[src/rtl/hazard_ctrl.sv]
// hazard_ctrl: pipeline hazard unit for a 5-stage in-order core.
// It handles load-use stalls, taken-branch flushes, multi-cycle mul/div
// occupancy of EX, and registered operand-forwarding selects.
// Optional feature macro: HAZARD_STATS_EN adds a saturating stall_count output.
module hazard_ctrl #(
  parameter int MD_CYCLES = 4
) (
  input  logic       clk,
  input  logic       rst,
  input  logic [4:0] id_rs,
  input  logic [4:0] id_rt,
  input  logic [4:0] ex_rd,
  input  logic       ex_reg_write,
  input  logic       ex_mem_read,
  input  logic [4:0] mem_rd,
  input  logic       mem_reg_write,
  input  logic       branch_taken,
  input  logic       md_start,
  output logic       pc_write,
  output logic       ifid_write,
  output logic       idex_write,
  output logic       ifid_flush,
  output logic       idex_flush,
  output logic [1:0] fwd_a_sel,
  output logic [1:0] fwd_b_sel,
  output logic       md_busy
`ifdef HAZARD_STATS_EN
  ,
  output logic [31:0] stall_count
`endif
);

  typedef enum logic {
    RUN,
    MD_BUSY
  } state_t;

  state_t     state;
  state_t     state_next;
  logic [3:0] md_cnt;
  logic [3:0] md_cnt_next;
  logic       load_use;
  logic [1:0] fwd_a_next;
  logic [1:0] fwd_b_next;

  // Load-use: the load in EX writes a register the ID instruction reads; r0 never counts.
  assign load_use = ex_mem_read && (ex_rd != 5'd0) &&
                    ((ex_rd == id_rs) || (ex_rd == id_rt));

  assign md_busy = (state == MD_BUSY);

  // Forwarding source for each ID operand; the younger EX result wins over MEM.
  always_comb begin
    fwd_a_next = 2'b00;
    fwd_b_next = 2'b00;
    if (ex_reg_write && (ex_rd != 5'd0) && (ex_rd == id_rs))
      fwd_a_next = 2'b10;
    else if (mem_reg_write && (mem_rd != 5'd0) && (mem_rd == id_rs))
      fwd_a_next = 2'b01;
    if (ex_reg_write && (ex_rd != 5'd0) && (ex_rd == id_rt))
      fwd_b_next = 2'b10;
    else if (mem_reg_write && (mem_rd != 5'd0) && (mem_rd == id_rt))
      fwd_b_next = 2'b01;
  end

  // Next-state and pipeline-control decode; reset forces the free-running defaults.
  always_comb begin
    pc_write    = 1'b1;
    ifid_write  = 1'b1;
    idex_write  = 1'b1;
    ifid_flush  = 1'b0;
    idex_flush  = 1'b0;
    state_next  = state;
    md_cnt_next = md_cnt;
    if (!rst) begin
      case (state)
        RUN: begin
          if (branch_taken) begin
            ifid_flush = 1'b1;
            idex_flush = 1'b1;
          end else if (md_start) begin
            pc_write    = 1'b0;
            ifid_write  = 1'b0;
            idex_write  = 1'b0;
            state_next  = MD_BUSY;
            md_cnt_next = 4'(MD_CYCLES - 1);
          end else if (load_use) begin
            pc_write   = 1'b0;
            ifid_write = 1'b0;
            idex_flush = 1'b1;
          end
        end
        MD_BUSY: begin
          pc_write    = 1'b0;
          ifid_write  = 1'b0;
          idex_write  = 1'b0;
          md_cnt_next = md_cnt - 4'd1;
          if (md_cnt == 4'd1)
            state_next = RUN;
        end
        default: begin
          state_next  = RUN;
          md_cnt_next = 4'd0;
        end
      endcase
    end
  end

  // State register and mul/div countdown; reset abandons any in-flight op.
  always_ff @(posedge clk) begin
    if (rst) begin
      state  <= RUN;
      md_cnt <= 4'd0;
    end else begin
      state  <= state_next;
      md_cnt <= md_cnt_next;
    end
  end

  // Forward selects travel with the ID/EX register: load on advance, clear on bubble, else hold.
  always_ff @(posedge clk) begin
    if (rst) begin
      fwd_a_sel <= 2'b00;
      fwd_b_sel <= 2'b00;
    end else if (idex_write) begin
      if (idex_flush) begin
        fwd_a_sel <= 2'b00;
        fwd_b_sel <= 2'b00;
      end else begin
        fwd_a_sel <= fwd_a_next;
        fwd_b_sel <= fwd_b_next;
      end
    end
  end

`ifdef HAZARD_STATS_EN
  // Saturating count of cycles in which the PC was held.
  always_ff @(posedge clk) begin
    if (rst)
      stall_count <= 32'd0;
    else if (!pc_write && (stall_count != 32'hFFFF_FFFF))
      stall_count <= stall_count + 32'd1;
  end
`endif

endmodule

[config.mk]
export PLATFORM = sky130hd
export DESIGN_NAME = hazard_ctrl
export DESIGN_NICKNAME = d
export VERILOG_FILES = /design/src/rtl/hazard_ctrl.sv
export SDC_FILE = /design/constraint.sdc
export NUM_CORES = 1
export LEC_CHECK = 0
export CORE_MARGIN = 3
export CORE_UTILIZATION = 40
export CTS_BUF_LIST = sky130_fd_sc_hd__clkbuf_8
export CTS_CLUSTER_DIAMETER = 60
export DETAILED_ROUTE_END_ITERATION = 8
export HOLD_SLACK_MARGIN = 0.06
export PLACE_DENSITY_LB_ADDON = 0.2
export REMOVE_ABC_BUFFERS = 1
export SLEW_MARGIN = 20
export SYNTH_ARGS = -nofsm -noshare
export SYNTH_HDL_FRONTEND = slang
export SYNTH_SLANG_ARGS = --single-unit
[constraint.sdc]
create_clock -name clk -period 2.2 [get_ports clk]
set_input_delay 0.44 -clock clk [delete_from_list [all_inputs] [get_ports clk]]
set_output_delay 0.44 -clock clk [all_outputs]
set_load 0.02 [all_outputs]
; After elaboration in Yosys (flattened, before gate mapping)
; Cells that the tools add are included.
[word_totals]
word_cells = 55
ff_bits = 9
inputBits = 27
out_inout_bits = 10
[classes]
n_eq_ne = 7
n_mux = 30
add_sub_neg = 1
bitwise = 1
reduce_logical = 12
[ops]
columns = operator, count
row1 = 5-bit == test, 4
row2 = 1-bit 2-to-1 mux, 20
row3 = 5-bit nonzero test, 2
row4 = 1-bit logical AND, 8
row5 = 2-bit 2-to-1 mux, 4
row6 = 4-bit 2-to-1 mux, 2
row7 = 4-bit one-hot mux with 2 select lines, 1
row8 = 1-bit one-hot mux with 2 select lines, 3
row9 = "4-bit by 1-bit == test with 1-bit output, second input constant", 1
row10 = "2-bit inequality test, second input constant", 2
row11 = "4-bit by 1-bit subtractor with 4-bit output, second input constant", 1
row12 = 2-bit AND reduction, 1
row13 = 1-bit logical OR, 1
row14 = 1-bit NOT, 1

; Logic depth before layout (Yosys ltp)
[depth]
depth_word = 9
mapped_depth = 6
depth_no_buf = 5

; Worst setup path before layout
; No wires, ideal clock.
[synth_path]
path_type = input port to output port
from = in ex_rd[1]
to = out pc_write
arrival_ps = 1594
path_stages = 6
required_time_ps = 1760
slack_ps = 166
path_buffers = 1
path_cell_list = xnor2_1 -> nand3_1 -> nor3_2 -> o211ai_2 -> a221o_1 -> buf_4
[synth_via]
elab_chain_len = 8
word_cells_on_any_way = 11
classes_between = eq/ne: 2 / mux: 5 / reduce/logical: 4
[synth_lines]
columns = element, line
row1 = from (decl), 12  ; input logic [4:0] ex_rd,
row2 = 5-bit == test / 5-bit nonzero test (equally long branches), "48, 47"
row3 = 1-bit logical OR / 1-bit logical AND (equally long branches), "48, 47"
row4 = 1-bit logical AND *, 47  ; assign load_use = ex_mem_read && (ex_rd != 5'd0) &&
row5 = 1-bit 2-to-1 mux * (3 in series), --
row6 = 1-bit one-hot mux with 2 select lines *, --
row7 = 1-bit 2-to-1 mux *, --
row8 = to (decl), 19  ; output logic pc_write,
; Every way passes the cells marked *; elsewhere a longest branch is shown, timed or not.

; Final worst setup path
[layout_path]
from = in md_start
to = out idex_write
[layout_via]
elab_chain_len = 4
[layout_lines]
columns = element, line
row1 = from (decl), 18  ; input logic md_start,
row2 = 1-bit 2-to-1 mux, 81  ; end else if (md_start) begin
row3 = 1-bit 2-to-1 mux, 78  ; if (branch_taken) begin
row4 = 1-bit one-hot mux with 2 select lines, 76  ; case (state)
row5 = 1-bit 2-to-1 mux, 75  ; if (!rst) begin
row6 = to (decl), 21  ; output logic idex_write,
; Every way passes these cells.

==> reports/metrics.cfg <==
[status]
outcome = finished clean

[drt]
starting_drt_drc_count = 26
routed-via-count = 937
dr_drc_count = 0
detail_route.wl_per_cell_um = 15.5
drt_wl_total_um = 2720
drt-pass1-iter-count = 4
ant_nets = 0
viasPerCell = 5.35

[critical_path]
reg2reg_setup_slack_ns = 0.68
critical_path.reg2reg.endpoint = fwd_a_sel[0]$_SDFFE_PP0P_
max_stage_delay_ns = 0.55
cp_num_cells = 6
worst_setup_path_start_kind = input port
worst_ep_required_time_ns = 1.76
critical_path.cell_chain = clkdlybuf4s50_1, nor2b_4, nor2_1, nor2_1, inv_1, dlygate4sd2_1
cp_slowest_cell = sky130_fd_sc_hd__clkdlybuf4s50_1
r2r_start = md_busy$_SDFF_PP0_
critical_path_peak_fanout = 3
crit_path_frequent_cell = sky130_fd_sc_hd__nor2_1
critical_path_class = in -> out
cp_data_arrival_time_ns = 1.75
crit_path_max_delay_family = buffers and inverters
worstPathBufferInverterCount = 3
worstSetupEndpointType = output port
ff_to_ff_path_depth = 5

[min_path]
hold_path_class = reg -> reg
hold_depth = 1
worst_hold_end = fwd_a_sel[0]$_SDFFE_PP0P_
worst_hold_startpoint = fwd_a_sel[0]$_SDFFE_PP0P_

[timing]
setup_repair_after_global_routing_missed_its_margin = yes
worstMarginPinSlew_ns = 0.268
tns_ns = 0
fin_skew_ns = 0.000312
timing.fmax_ghz = 0.456
hold_viol_final = 0
slew-limit-headroom = 0.820
timing.final.crit_period_ns = 2.19
finalMaxSlewViolations = 0
layout_worst_path_cycle_share = 0.996
final_report_setup_violation_count = 0

[die]
dieArea_um2 = 2330
design.core.area_um2 = 1590
horizontal_extent_of_the_die_um = 48.3
die_h_um = 48.3
num_rows = 14
floorplan.initialDensity = 0.448
io-pin-count = 37

[synth]
yosysSeqAreaShare = 0.252
syn-mean-instance-area_um2 = 8.51
synthDistinctLibCells = 30
synth_cells = 84
synthesis.area_um2 = 714
synthesis.yosys.warnings = 0
synth-seq-cells = 9

[placement]
dp.final_hpwl_um = 1870
gp_congestion = 0.826
numPortBuffers = 36

[global_route]
grt_antenna_before_repair = 0
globalRoute.totalOverflow = 0
grt_pass1_vias = 906
grt_first_pass_wirelength_um = 3920
grt_max_degree = 10
grt_usage = 0.246

[pwr]
maximum_ir_drop_on_the_vdd_rail_mv = 0.591
reported_leakage_power_nw = 0.593
cellPowerDensity_nw_per_um2 = 438
power_mw = 0.592

[layout]
diodes = 0
nets = 181
drive_gt1_frac = 0.371
postLayoutCoreUtil = 0.849
area_delta_synth_final_pct = 89.3

[cts]
tritoncts_clock_tree = done
htreeDepth = 1
clock_sinks = 9
clk_path_buf_depth = 2
tritoncts.num_buffers = 3
clk_pin_slew_ns = 0.05
ctsRootBufferMaster = sky130_fd_sc_hd__clkbuf_8
worstSkewPairLatency_ns = 0.23
cts_hold_buffers = 0

[run]
cap_violations = 0

kinds of logic after synthesis:
family,after synthesis,synth area share
and+or+nand+nor,28,0.215
xor gates and xnor gates,20,0.245
AOI/OAI and AO/OA,17,0.193
DFF,9,0.252
buffers and inverters,8,0.0595
adders and majority gates,2,0.0350
how the worst max path moves through the flow:
| stage | start | to | slack [ns] |
|---|---|---|---|
| finish | md_start | idex_write | 0.009 |
| global route | id_rs[3] | ifid_write | -0.04 |
| CTS | id_rs[1] | ifid_write | -0.02 |
| detailed placement | ex_rd[2] | ifid_write | -0.67 |
| global placement | ex_rd[3] | ifid_write | -0.66 |
| floorplan | ex_rd[1] | ifid_write | 0.30 |
timing repair:
item                                   4_1_cts  5_1_grt
resized for setup                           61       12
setup buffers                                6        1
setup endpoints to repair                    5        5
endpoints found under the hold margin        0        0
pin swaps                                   12       10
area by class of cell:
class	count	area, um^2
timing repair buffer	66	541
multi-input combinational	67	538
clock buffer	3	41.3
inverter	5	18.8
fill	83	241
tap	24	30.0
sequential	9	180
clock inverter	1	3.75
worst register-to-register path, cell delays in order (launching register included):
cell	delay, ns
sky130_fd_sc_hd__dfxtp_1	0.38
sky130_fd_sc_hd__or3_4	0.44
sky130_fd_sc_hd__buf_4	0.15
sky130_fd_sc_hd__nor2_2	0.13
sky130_fd_sc_hd__o311a_1	0.21
sky130_fd_sc_hd__a32o_1	0.16
state kept, by name (all words and copies together), names as in the netlist:
signal,count
fwd_b_sel,2
md_cnt,4
fwd_a_sel,2
md_busy,1
where the power goes:
group          internal [mW]  total [mW]  switching (mW)
Sequential             0.172       0.182         0.00970
Clock                  0.122       0.190          0.0682
Combinational          0.120       0.221           0.100
synth_stat cells:
cell type	instances	share of area
sky130_fd_sc_hd__ha_1	2	0.035
sky130_fd_sc_hd__xnor2_1	10	0.12
sky130_fd_sc_hd__nand2b_1	1	0.0088
sky130_fd_sc_hd__a31oi_1	3	0.026
sky130_fd_sc_hd__inv_1	5	0.026
sky130_fd_sc_hd__a221o_1	1	0.014
sky130_fd_sc_hd__nor2_2	1	0.0088
sky130_fd_sc_hd__xor2_1	10	0.12
sky130_fd_sc_hd__nor3b_1	1	0.011
sky130_fd_sc_hd__a211oi_1	2	0.021
sky130_fd_sc_hd__or3_1	2	0.018
sky130_fd_sc_hd__o21bai_1	1	0.011
sky130_fd_sc_hd__nor3_1	5	0.035
sky130_fd_sc_hd__buf_6	1	0.016
sky130_fd_sc_hd__nor2_1	7	0.037
sky130_fd_sc_hd__a32o_1	4	0.056
sky130_fd_sc_hd__o211ai_2	1	0.018
sky130_fd_sc_hd__dfxtp_1	9	0.25
sky130_fd_sc_hd__buf_2	1	0.0070
sky130_fd_sc_hd__o311a_1	1	0.014
sky130_fd_sc_hd__and3_1	2	0.018
sky130_fd_sc_hd__nand3_1	4	0.028
sky130_fd_sc_hd__o21ai_0	1	0.0070
sky130_fd_sc_hd__nand2_1	1	0.0052
sky130_fd_sc_hd__a21oi_1	2	0.014
sky130_fd_sc_hd__nand3b_1	1	0.011
sky130_fd_sc_hd__nor2b_1	1	0.0088
sky130_fd_sc_hd__a311oi_1	1	0.012
sky130_fd_sc_hd__buf_4	1	0.011
sky130_fd_sc_hd__nor3_2	2	0.028
per-layer routing:
metal / share of wire / vias to the layer above / track usage
li1: - / 437 / -
met1: 0.38 / 442 / 0.275
met2: 0.53 / 48 / 0.451
met3: 0.067 / 10 / 0.0701
met4: 0.029 / 0 / 0.0591
met5: 0 / - / 0
layout by cell type (no fill, tap or decap), drive strengths merged, types with 2 or more instances in the layout:
cell type and instances:
nor3 7, and3 2, clkdlybuf4s15 6, inv 6, nor2 8, buf 41, xnor2 10, nand3 4
clkbuf 3, a32o 4, ha 2, dlygate4sd2 3, xor2 10, or3 2, a211oi 2, clkdlybuf4s50 16
a21oi 2, dfxtp 9, a31oi 3
stage by stage:
stage | instances | setup WS [ns] | hold WS [ns] | cell area [um^2]
2_1_floorplan | 81 | 0.296 | 0.443 | 691
3_3_place_gp | 164 | -0.657 | 0.453 | 1250
3_5_place_dp | 164 | -0.673 | 0.453 | 1250
4_1_cts | 174 | -0.0247 | 0.462 | 1310
5_1_grt | 175 | -0.0426 | 0.485 | 1350
6_report | 175 | 0.00910 | 0.458 | 1350
(Power assumes the default switching activity.)
